==> src/rtl/vec_mem_bridge.sv <==
// Memory-stage bridge: splits each 48-bit processor access into three
// 16-bit beats on a synchronous single-port RAM and stalls the pipeline
// while the access is in flight. RAM controls are registered so that they
// line up with the WRITE/READ beat they belong to.
module vec_mem_bridge #(
    parameter int DATA_W = 48,
    parameter int LANE_W = 16,
    parameter int ADDR_W = 16,
    parameter int RAM_AW = 18
) (
    input  logic              clk,
    input  logic              rst,
    input  logic              req_valid,
    input  logic              req_we,
    input  logic [ADDR_W-1:0] req_addr,
    input  logic [DATA_W-1:0] req_wdata,
    output logic              stall,
    output logic [DATA_W-1:0] rd_data,
    output logic              rd_valid,
    output logic              ram_en,
    output logic              ram_we,
    output logic [RAM_AW-1:0] ram_addr,
    output logic [LANE_W-1:0] ram_wdata,
    input  logic [LANE_W-1:0] ram_rdata
);

    localparam int LANES = DATA_W / LANE_W;

    typedef enum logic [1:0] {
        IDLE  = 2'd0,
        WRITE = 2'd1,
        READ  = 2'd2,
        DONE  = 2'd3
    } state_t;

    state_t              state_r;
    state_t              state_s;
    logic [1:0]          beat_r;
    logic [1:0]          beat_s;
    logic                accept_s;
    logic [ADDR_W-1:0]   addr_r;
    logic [DATA_W-1:0]   wdata_r;
    logic [DATA_W-1:0]   asm_r;
    logic [DATA_W-1:0]   rd_data_r;
    logic                rd_valid_r;
    logic                ram_en_r;
    logic                ram_we_r;
    logic [RAM_AW-1:0]   ram_addr_r;
    logic [LANE_W-1:0]   ram_wdata_r;
    logic                ram_en_s;
    logic                ram_we_s;
    logic [RAM_AW-1:0]   ram_addr_s;
    logic [LANE_W-1:0]   ram_wdata_s;
    logic [ADDR_W-1:0]   addr_src_s;
    logic [DATA_W-1:0]   wdata_src_s;

    // Word address times three, widened first so the top word cannot wrap.
    function automatic logic [RAM_AW-1:0] base_of(input logic [ADDR_W-1:0] a);
        logic [RAM_AW-1:0] ext;
        ext = {{(RAM_AW-ADDR_W){1'b0}}, a};
        return (ext << 1) + ext;
    endfunction

    // Lane k of a processor word; beat value 3 never carries write data.
    function automatic logic [LANE_W-1:0] lane_of(input logic [DATA_W-1:0] w,
                                                  input logic [1:0]        idx);
        logic [LANE_W-1:0] l;
        case (idx)
            2'd0:    l = w[0*LANE_W +: LANE_W];
            2'd1:    l = w[1*LANE_W +: LANE_W];
            2'd2:    l = w[(LANES-1)*LANE_W +: LANE_W];
            default: l = {LANE_W{1'b0}};
        endcase
        return l;
    endfunction

    // Next-state and beat sequencing; accept only from IDLE.
    always_comb begin
        state_s  = state_r;
        beat_s   = beat_r;
        accept_s = 1'b0;
        case (state_r)
            IDLE: begin
                if (req_valid) begin
                    accept_s = 1'b1;
                    beat_s   = 2'd0;
                    state_s  = req_we ? WRITE : READ;
                end else begin
                    state_s  = IDLE;
                end
            end
            WRITE: begin
                if (beat_r == 2'd2) begin
                    state_s = DONE;
                    beat_s  = 2'd0;
                end else begin
                    beat_s  = beat_r + 2'd1;
                end
            end
            READ: begin
                if (beat_r == 2'd3) begin
                    state_s = DONE;
                    beat_s  = 2'd0;
                end else begin
                    beat_s  = beat_r + 2'd1;
                end
            end
            DONE: begin
                state_s = IDLE;
                beat_s  = 2'd0;
            end
            default: begin
                state_s = IDLE;
                beat_s  = 2'd0;
            end
        endcase
    end

    // RAM controls for the upcoming beat; live request only on the accept edge.
    always_comb begin
        addr_src_s  = accept_s ? req_addr  : addr_r;
        wdata_src_s = accept_s ? req_wdata : wdata_r;
        ram_en_s    = (state_s == WRITE) || ((state_s == READ) && (beat_s != 2'd3));
        ram_we_s    = (state_s == WRITE);
        if (ram_en_s) begin
            ram_addr_s = base_of(addr_src_s) + {{(RAM_AW-2){1'b0}}, beat_s};
        end else begin
            ram_addr_s = {RAM_AW{1'b0}};
        end
        if (ram_we_s) begin
            ram_wdata_s = lane_of(wdata_src_s, beat_s);
        end else begin
            ram_wdata_s = {LANE_W{1'b0}};
        end
    end

    // State, beat and RAM control registers; reset drops RAM controls at once.
    always_ff @(posedge clk or negedge rst) begin
        if (!rst) begin
            state_r     <= IDLE;
            beat_r      <= 2'd0;
            ram_en_r    <= 1'b0;
            ram_we_r    <= 1'b0;
            ram_addr_r  <= {RAM_AW{1'b0}};
            ram_wdata_r <= {LANE_W{1'b0}};
        end else begin
            state_r     <= state_s;
            beat_r      <= beat_s;
            ram_en_r    <= ram_en_s;
            ram_we_r    <= ram_we_s;
            ram_addr_r  <= ram_addr_s;
            ram_wdata_r <= ram_wdata_s;
        end
    end

    // Request capture; later beats never look at the live inputs.
    always_ff @(posedge clk or negedge rst) begin
        if (!rst) begin
            addr_r  <= {ADDR_W{1'b0}};
            wdata_r <= {DATA_W{1'b0}};
        end else if (accept_s) begin
            addr_r  <= req_addr;
            wdata_r <= req_wdata;
        end else begin
            addr_r  <= addr_r;
            wdata_r <= wdata_r;
        end
    end

    // Read assembly: lanes shift in from the top on beats 1..3, word lands in DONE.
    always_ff @(posedge clk or negedge rst) begin
        if (!rst) begin
            asm_r      <= {DATA_W{1'b0}};
            rd_data_r  <= {DATA_W{1'b0}};
            rd_valid_r <= 1'b0;
        end else begin
            rd_valid_r <= (state_r == READ) && (beat_r == 2'd3);
            if ((state_r == READ) && (beat_r != 2'd0)) begin
                asm_r <= {ram_rdata, asm_r[DATA_W-1:LANE_W]};
            end else begin
                asm_r <= asm_r;
            end
            if ((state_r == READ) && (beat_r == 2'd3)) begin
                rd_data_r <= {ram_rdata, asm_r[DATA_W-1:LANE_W]};
            end else begin
                rd_data_r <= rd_data_r;
            end
        end
    end

    assign stall     = ((state_r == IDLE) && req_valid) || (state_r == WRITE) || (state_r == READ);
    assign rd_data   = rd_data_r;
    assign rd_valid  = rd_valid_r;
    assign ram_en    = ram_en_r;
    assign ram_we    = ram_we_r;
    assign ram_addr  = ram_addr_r;
    assign ram_wdata = ram_wdata_r;

endmodule

==> config.mk <==
export PLATFORM = sky130hd
export DESIGN_NAME = vec_mem_bridge
export DESIGN_NICKNAME = d
export VERILOG_FILES = /design/src/rtl/vec_mem_bridge.sv
export SDC_FILE = /design/constraint.sdc
export NUM_CORES = 1
export LEC_CHECK = 0
export CORE_MARGIN = 2
export CORE_UTILIZATION = 50
export DETAILED_ROUTE_END_ITERATION = 12
export GPL_TIMING_DRIVEN = 0
export PLACE_DENSITY = 0.78
export SYNTH_ARGS = -nofsm -noshare
export SYNTH_HDL_FRONTEND = slang
export SYNTH_SLANG_ARGS = --single-unit
==> constraint.sdc <==
create_clock -name clk -period 8.2 [get_ports clk]
set_input_delay 2.05 -clock clk [delete_from_list [all_inputs] [get_ports clk]]
set_output_delay 2.05 -clock clk [all_outputs]
set_load 0.005 [all_outputs]
==> out/qor.txt, run 1 <==
Syn-to-layout area delta - 31.9%
routed length per instance - 16.3 um
clock slew seen by the registers of the worst setup and hold paths - 0.07 ns
worst relative slew slack - 50.0%
period utilization - 71.1%
post-route cell area - 10700 um2
Worst path top cell family by delay - buffers and inverters
share of cells above drive strength 1 - 18.1%
largest net degree at the start of global routing - 103
Synth area leaders - dfrtp_1, mux2_2, nand2_1
GPL Wtd Cong - 0.814
Die ar. - 17300 um2
DR iter-0 viols - 241
htree depth - 4
reg-to-reg critical path endpoint - ram_addr[13]$_DFF_PN0_
critical-path cell list - clkdlybuf4s50_1 -> nor3b_1 -> o22ai_2 -> inv_1 -> clkbuf_1 -> fa_1 -> ha_1 -> fa_1 -> a21oi_1 -> o221ai_1 -> a31oi_1 -> a21oi_1 -> xnor2_1 -> nor2_2
Fillers - 1201
die width - 132 um
Hold Fails Final Rpt - 0
Least-Margin Pin Slew - 0.750 ns
Initial Util - 51.3%
PwrDens - 468 nW/um2
vias in the first global route - 5856
Mapped Area - 8140 um2
PortBufs - 169
Tmin final - 5.83 ns
hold_buf cts - 0
Core Rows - 46
Congestion Overflow GR - 0
Synthesized Nets - 818
Die Y - 132 um
Max-cap violations - 0
Placed Instance Area - 10100 um2
worst vdd ir - 0.328 mV
Setup crit end kind - flop
asr flop ratio synth - 100%
Commonest cells post-synth - dfrtp_1, nand2_1, mux2_2
WL final - 18100 um
Layout Cells excl Fill - 1113
Hold Path Class - flop to flop
WHS Endpoint - rd_data[9]$_DFFE_PN0P_
post-synth top area cell - dfrtp_1
via count - 5665
first-pass GRT wire length - 29900 um
FF-to-FF Start - beat_r[0]$_DFF_PN0_
first-pass detailed-route iteration total - 4
status - finished, final reports clean
final setup vio count - 0
number of flops mapped to enable cells by yosys - 0
critical path required time - 8.51 ns
Critical path buffers and inverters - 3
Slowest-stage cell, CP - fa_1
Via-to-Cell Ratio - 5.09
Worst Setup Path Type - input port to flop
number of routed nets with antenna violations - 0
Antenna Diode Count - 0
Post-Syn Area per Cell - 11.7 um2
Root Buffer - clkbuf_16
hpwl dp - 12900 um
CTS tree - done
Num CTS Buffers - 17
placed insts - 1081
Clock Sinks - 185
Max Clk Rate - 172 MHz
Hold Path Stages - 2
post-CTS sizing - 0
I/O pin count - 170
Final #Nets - 1007
Yosys cell types - 46
slowest stage delay, CP - 0.51 ns
Max clock buf depth - 2
Final Skew - 0.00770 ns
CP max FO - 11
RSZ-0062 raised after global routing - false
post-synthesis register bit count - 185
min-delay src - asm_r[25]$_DFFE_PN0P_
Syn Inst Count - 695
Setup crit start kind - input port
top-count cell post-synth - dfrtp_1
top_reg_cell synth - dfrtp_1
Leakage - 0.00492 uW
Yosys warnings - 0
Setup Fix Bufs, Post-CTS - 0
Critical Path AT - 6.14 ns
cells on worst reg2reg path - 15
total track usage - 21.8%
Synth top area share - 56.9%
post-synthesis sequential area ratio - 56.9%
register-to-register setup slack - 3.83 ns
Remaining DRCs - 0
later-pin clock latency in the skew report - 0.43 ns
antenna violations before repair - 0
final slew viol count - 0
Placeable Area - 15900 um2
==> per-stage QoR <==
stage | setup slack [ns] | setup TNS, ns | hold slack (ns) | util, % | power [uW]
2_1_floorplan | 3.12 | 0 | 0.435 | - | 3300
3_3_place_gp | -2.52 | -462.52 | 0.444 | 63.6 | 4130
3_5_place_dp | 1.94 | 0 | 0.454 | 63.8 | 4200
4_1_cts | 2.39 | 0 | 0.472 | 67.6 | 5060
5_1_grt | 2.03 | 0 | 0.485 | 67.6 | 5420
6_report | 2.37 | 0 | 0.464 | 67.6 | 5020
==> registers in the layout, indices dropped and copies added, names as in the netlist <==
register,cells
ram_we,1
ram_wdata,16
state_r,2
ram_en,1
wdata_r,48
addr_r,16
rd_data,48
beat_r,2
ram_addr,18
asm_r,32
rd_valid,1
==> metal layers <==
metal	wire, um	track usage (%)	vias up
li1	-	-	2714
met1	8170	28.8	2786
met2	8820	36.0	137
met3	736	4.44	28
met4	400	7.91	0
met5	0	0	-
==> area by class of cell <==
type                    instances  area [um2]  area share (%)
clock inverters                14         161            1.50
multi-input cells             461        3280            30.6
repair buffers                170        1720            16.1
clock buffers                  18         439            4.09
plain buffers                  30         159            1.48
flip-flops and latches        185        4630            43.1
well taps                     216         270            2.52
inverters                      19        71.3           0.664
==> kinds of logic (layout without fill, tap and decap cells) <==
| family | count (synthesis) | in the layout | share of synthesized area (%) |
|---|---|---|---|
| adder cells (fa/ha/maj) | 39 | 39 | 6.18 |
| flip-flops | 185 | 185 | 56.9 |
| XOR/XNOR | 11 | 11 | 1.18 |
| AND/OR/NAND/NOR | 228 | 228 | 12.3 |
| multiplexers | 113 | 113 | 15.4 |
| buffers and inverters | 49 | 251 | 2.83 |
| AO/OA/AOI/OAI | 70 | 70 | 5.30 |
==> report_power, final <==
group	switching, uW	total [uW]	internal, uW
sequential	178	1540	1360
clock	368	833	465
combinational	1320	2650	1330
==> worst min-delay path: cells and delay by family, from the launching register on <==
kind	cells	cell delay (ns)
simple gates	2	0.10
flops	1	0.34
==> cells in the final DEF, fill, tap and decap left out, types with 3 or more instances in the layout <==
cell	instances
inv_6	3
clkbuf_16	17
nor3_1	5
buf_2	10
nor2_2	10
clkbuf_1	12
xnor2_1	11
mux2i_1	17
buf_6	3
nor2b_1	19
and3_1	3
clkdlybuf4s50_1	168
mux2_2	96
nand3_1	5
ha_1	37
o21ai_0	21
and2_1	4
a21o_1	6
a21oi_1	23
a211oi_1	4
nor2_1	9
clkinvlp_4	4
dfrtp_1	185
nand2_1	165
inv_1	18
buf_4	3
==> how the worst max path moves through the flow <==
stage | startpoint | endpoint | slack [ns] | cells past startpoint
finish | req_valid | ram_addr[13]$_DFF_PN0_ | 2.37 | 14
CTS | req_valid | ram_addr[13]$_DFF_PN0_ | 2.39 | 14
global route | req_valid | ram_addr[13]$_DFF_PN0_ | 2.03 | 14
global placement | rst | wdata_r[9]$_DFF_PN0_ | -2.52 | 1
floorplan | req_valid | ram_addr[13]$_DFF_PN0_ | 3.12 | 13
detailed placement | req_valid | ram_addr[13]$_DFF_PN0_ | 1.94 | 14
(Power assumes the default switching activity.)
==> inputs of run 2 (changes only) <==
CORE_UTILIZATION = 46   (was 50)
PLACE_DENSITY = 0.76   (was 0.78)
clock period = 5.2 ns   (was 8.2 ns; I/O delays follow)
==> out/qor.txt, run 2 (synthesized netlist as in run 1, its figures left out) <==
status - finished, final reports clean
GPL Wtd Cong - 0.829 (+1.8%)
FF/Latch Area - 4630 um2 (unchanged)
Antenna Diode Count - 0 (unchanged)
most used cells in the layout excluding fill and tap cells - dfrtp_1, clkdlybuf4s50_1, nand2_1, mux2_2, ha_1
final setup vio count - 0 (unchanged)
CP Depth - 14 (unchanged)
total power - 7830 uW (+56%)
period utilization - 94.5%
via count - 5700 (+0.62%)
register-to-register setup slack - 1.04 ns (-2.79 ns)
Leakage - 0.00492 uW (-0.12%)
Initial Util - 47.1% (-4.2 points)
Setup crit start kind - input port
share of cells above drive strength 1 - 18.1% (+0.020 points)
setup_tns - 0 ns (unchanged)
placed insts - 1090 (+0.83%)
clock slew seen by the registers of the worst setup and hold paths - 0.08 ns (about the same)
critical path required time - 5.52 ns (-2.99 ns)
Num CTS Buffers - 17 (unchanged)
routed length per instance - 16.4 um (+0.62%)
crit path from - req_valid
Congestion Overflow GR - 0 (unchanged)
Placeable Area - 17300 um2 (+8.9%)
Critical Path AT - 5.23 ns (-0.91 ns)
Die Y - 137 um (+4.1%)
first-pass GRT wire length - 29600 um (-1.0%)
Syn-to-layout area delta - 31.6%
PwrDens - 730 nW/um2 (+56%)
Final #Nets - 1006 (-0.099%)
later-pin clock latency in the skew report - 0.43 ns (about the same)
DR iter-0 viols - 282 (+17%)
htree depth - 4 (unchanged)
Fillers - 1417 (+18%)
PortBufs - 169 (unchanged)
Setup crit end kind - flop
Critical path buffers and inverters - 3 (unchanged)
Max clock buf depth - 2 (unchanged)
Clock Sinks - 185 (unchanged)
Layout Cells excl Fill - 1121 (+0.72%)
RSZ-0062 raised after global routing - false
reg-to-reg critical path endpoint - ram_addr[13]$_DFF_PN0_
Remaining DRCs - 0 (unchanged)
first-pass detailed-route iteration total - 6 (+2)
Least-Margin Pin Slew - 0.670 ns (-0.0801 ns)
worst relative slew slack - 55.0% (+5.0 points)
Hold Path Stages - 2 (unchanged)
cells on worst reg2reg path - 15 (unchanged)
Via-to-Cell Ratio - 5.08 (-0.10%)
I/O pin count - 170 (unchanged)
total track usage - 20.5% (-1.4 points)
vias in the first global route - 5970 (+1.9%)
multi-input logic area - 3280 um2 (unchanged)
largest net degree at the start of global routing - 111 (+7.8%)
Tmin final - 4.91 ns
Root Buffer - clkbuf_16
CTS tree - done
Worst Setup Path Type - input port to flop
Die ar. - 18800 um2 (+8.4%)
final slew viol count - 0 (unchanged)
Worst path top cell family by delay - adder cells
Final Skew - 0.0120 ns (+0.00430 ns)
Hold Fails Final Rpt - 0 (unchanged)
Core Rows - 48 (+4.3%)
hpwl dp - 12800 um (-0.53%)
Slowest-stage cell, CP - clkdlybuf4s50_1
critical path endpoint - ram_addr[13]$_DFF_PN0_
slowest stage delay, CP - 0.57 ns (+0.06 ns)
critical-path cell list - clkdlybuf4s50_1 -> and2_1 -> buf_2 -> clkbuf_4 -> mux2_2 -> fa_1 -> ha_1 -> fa_1 -> a21oi_1 -> o221ai_1 -> a31oi_1 -> a21oi_1 -> xnor2_1 -> nor2_2
WL final - 18400 um (+1.3%)
worst vdd ir - 0.585 mV (+79%)
number of routed nets with antenna violations - 0 (unchanged)
FF-to-FF Start - state_r[1]$_DFF_PN0_
most common cell after layout, fill and taps aside - dfrtp_1
CP max FO - 10 (-1)
Max Clk Rate - 203 MHz
Max-cap violations - 0 (unchanged)
Hold Path Class - flop to flop
die width - 137 um (+4.1%)
antenna violations before repair - 0 (unchanged)
run 2: changes by cell type in the layout (fill, tap and decap cells not counted), sizes merged:
cell      before  now
buf           20   18
clkinv         3    5
clkbuf        30   31
bufinv         2    0
inv           24   27
clkinvlp       4    1
run 2: layout make-up:
class	instances	share of cell area, %
flip-flops and latches	185	43.2
well taps	225	2.63
plain buffers	29	1.49
repair buffers	170	16.1
multi-input cells	461	30.6
clock inverters	14	1.18
clock buffers	18	4.10
inverters	19	0.666
run 2: worst reg2reg max path, delay by kind of cell, from the launching register on:
family / cells / cell delay, ns
and+or+nand+nor: 3 / 0.37
DFF: 1 / 0.35
AOI/OAI and AO/OA: 4 / 0.94
buffers and inverters: 3 / 0.68
muxes: 1 / 0.40
adders and majority gates: 3 / 1.13
xor gates and xnor gates: 1 / 0.18
run 2: report_power, final:
part | leakage, uW | switching (uW) | internal, uW | total (uW)
Combinational | 0.00236 | 2050 | 2090 | 4150
Clock | 0.000279 | 600 | 645 | 1240
Sequential | 0.00228 | 286 | 2150 | 2430
run 2: how the worst min path moves through the flow:
stage	start	end	slack [ns]
2_1_floorplan	asm_r[16]$_DFFE_PN0P_	rd_data[0]$_DFFE_PN0P_	0.43
3_3_place_gp	asm_r[27]$_DFFE_PN0P_	rd_data[11]$_DFFE_PN0P_	0.44
3_5_place_dp	asm_r[19]$_DFFE_PN0P_	rd_data[3]$_DFFE_PN0P_	0.45
4_1_cts	asm_r[20]$_DFFE_PN0P_	rd_data[4]$_DFFE_PN0P_	0.48
5_1_grt	rd_data[35]$_DFFE_PN0P_	rd_data[35]$_DFFE_PN0P_	0.50
6_report	asm_r[23]$_DFFE_PN0P_	rd_data[7]$_DFFE_PN0P_	0.47
run 2: repair_timing:
item,in CTS,in global routing
hold buffers,0,0
buffers inserted,0,0
gates resized for setup,0,2
endpoints found under the setup margin,0,5
run 2: routing by layer:
metal,vias to the layer above,part of all wire [%],track usage (%)
met4,0,2.0,7.33
met5,-,0,0
met3,23,5.9,4.93
met1,2801,44,25.9
li1,2714,-,-
met2,162,48,34.2
run 2: through the flow:
step	hold slack, ns	utilization [%]	setup WS, ns	area [um2]
CTS	0.476	61.9	0.112	10700
global placement	0.444	58.5	-4.80	10100
detailed placement	0.454	58.7	-0.360	10100
global route	0.500	62.0	0.00427	10700
finish	0.471	62.0	0.285	10700
floorplan	0.435	-	0.865	8140
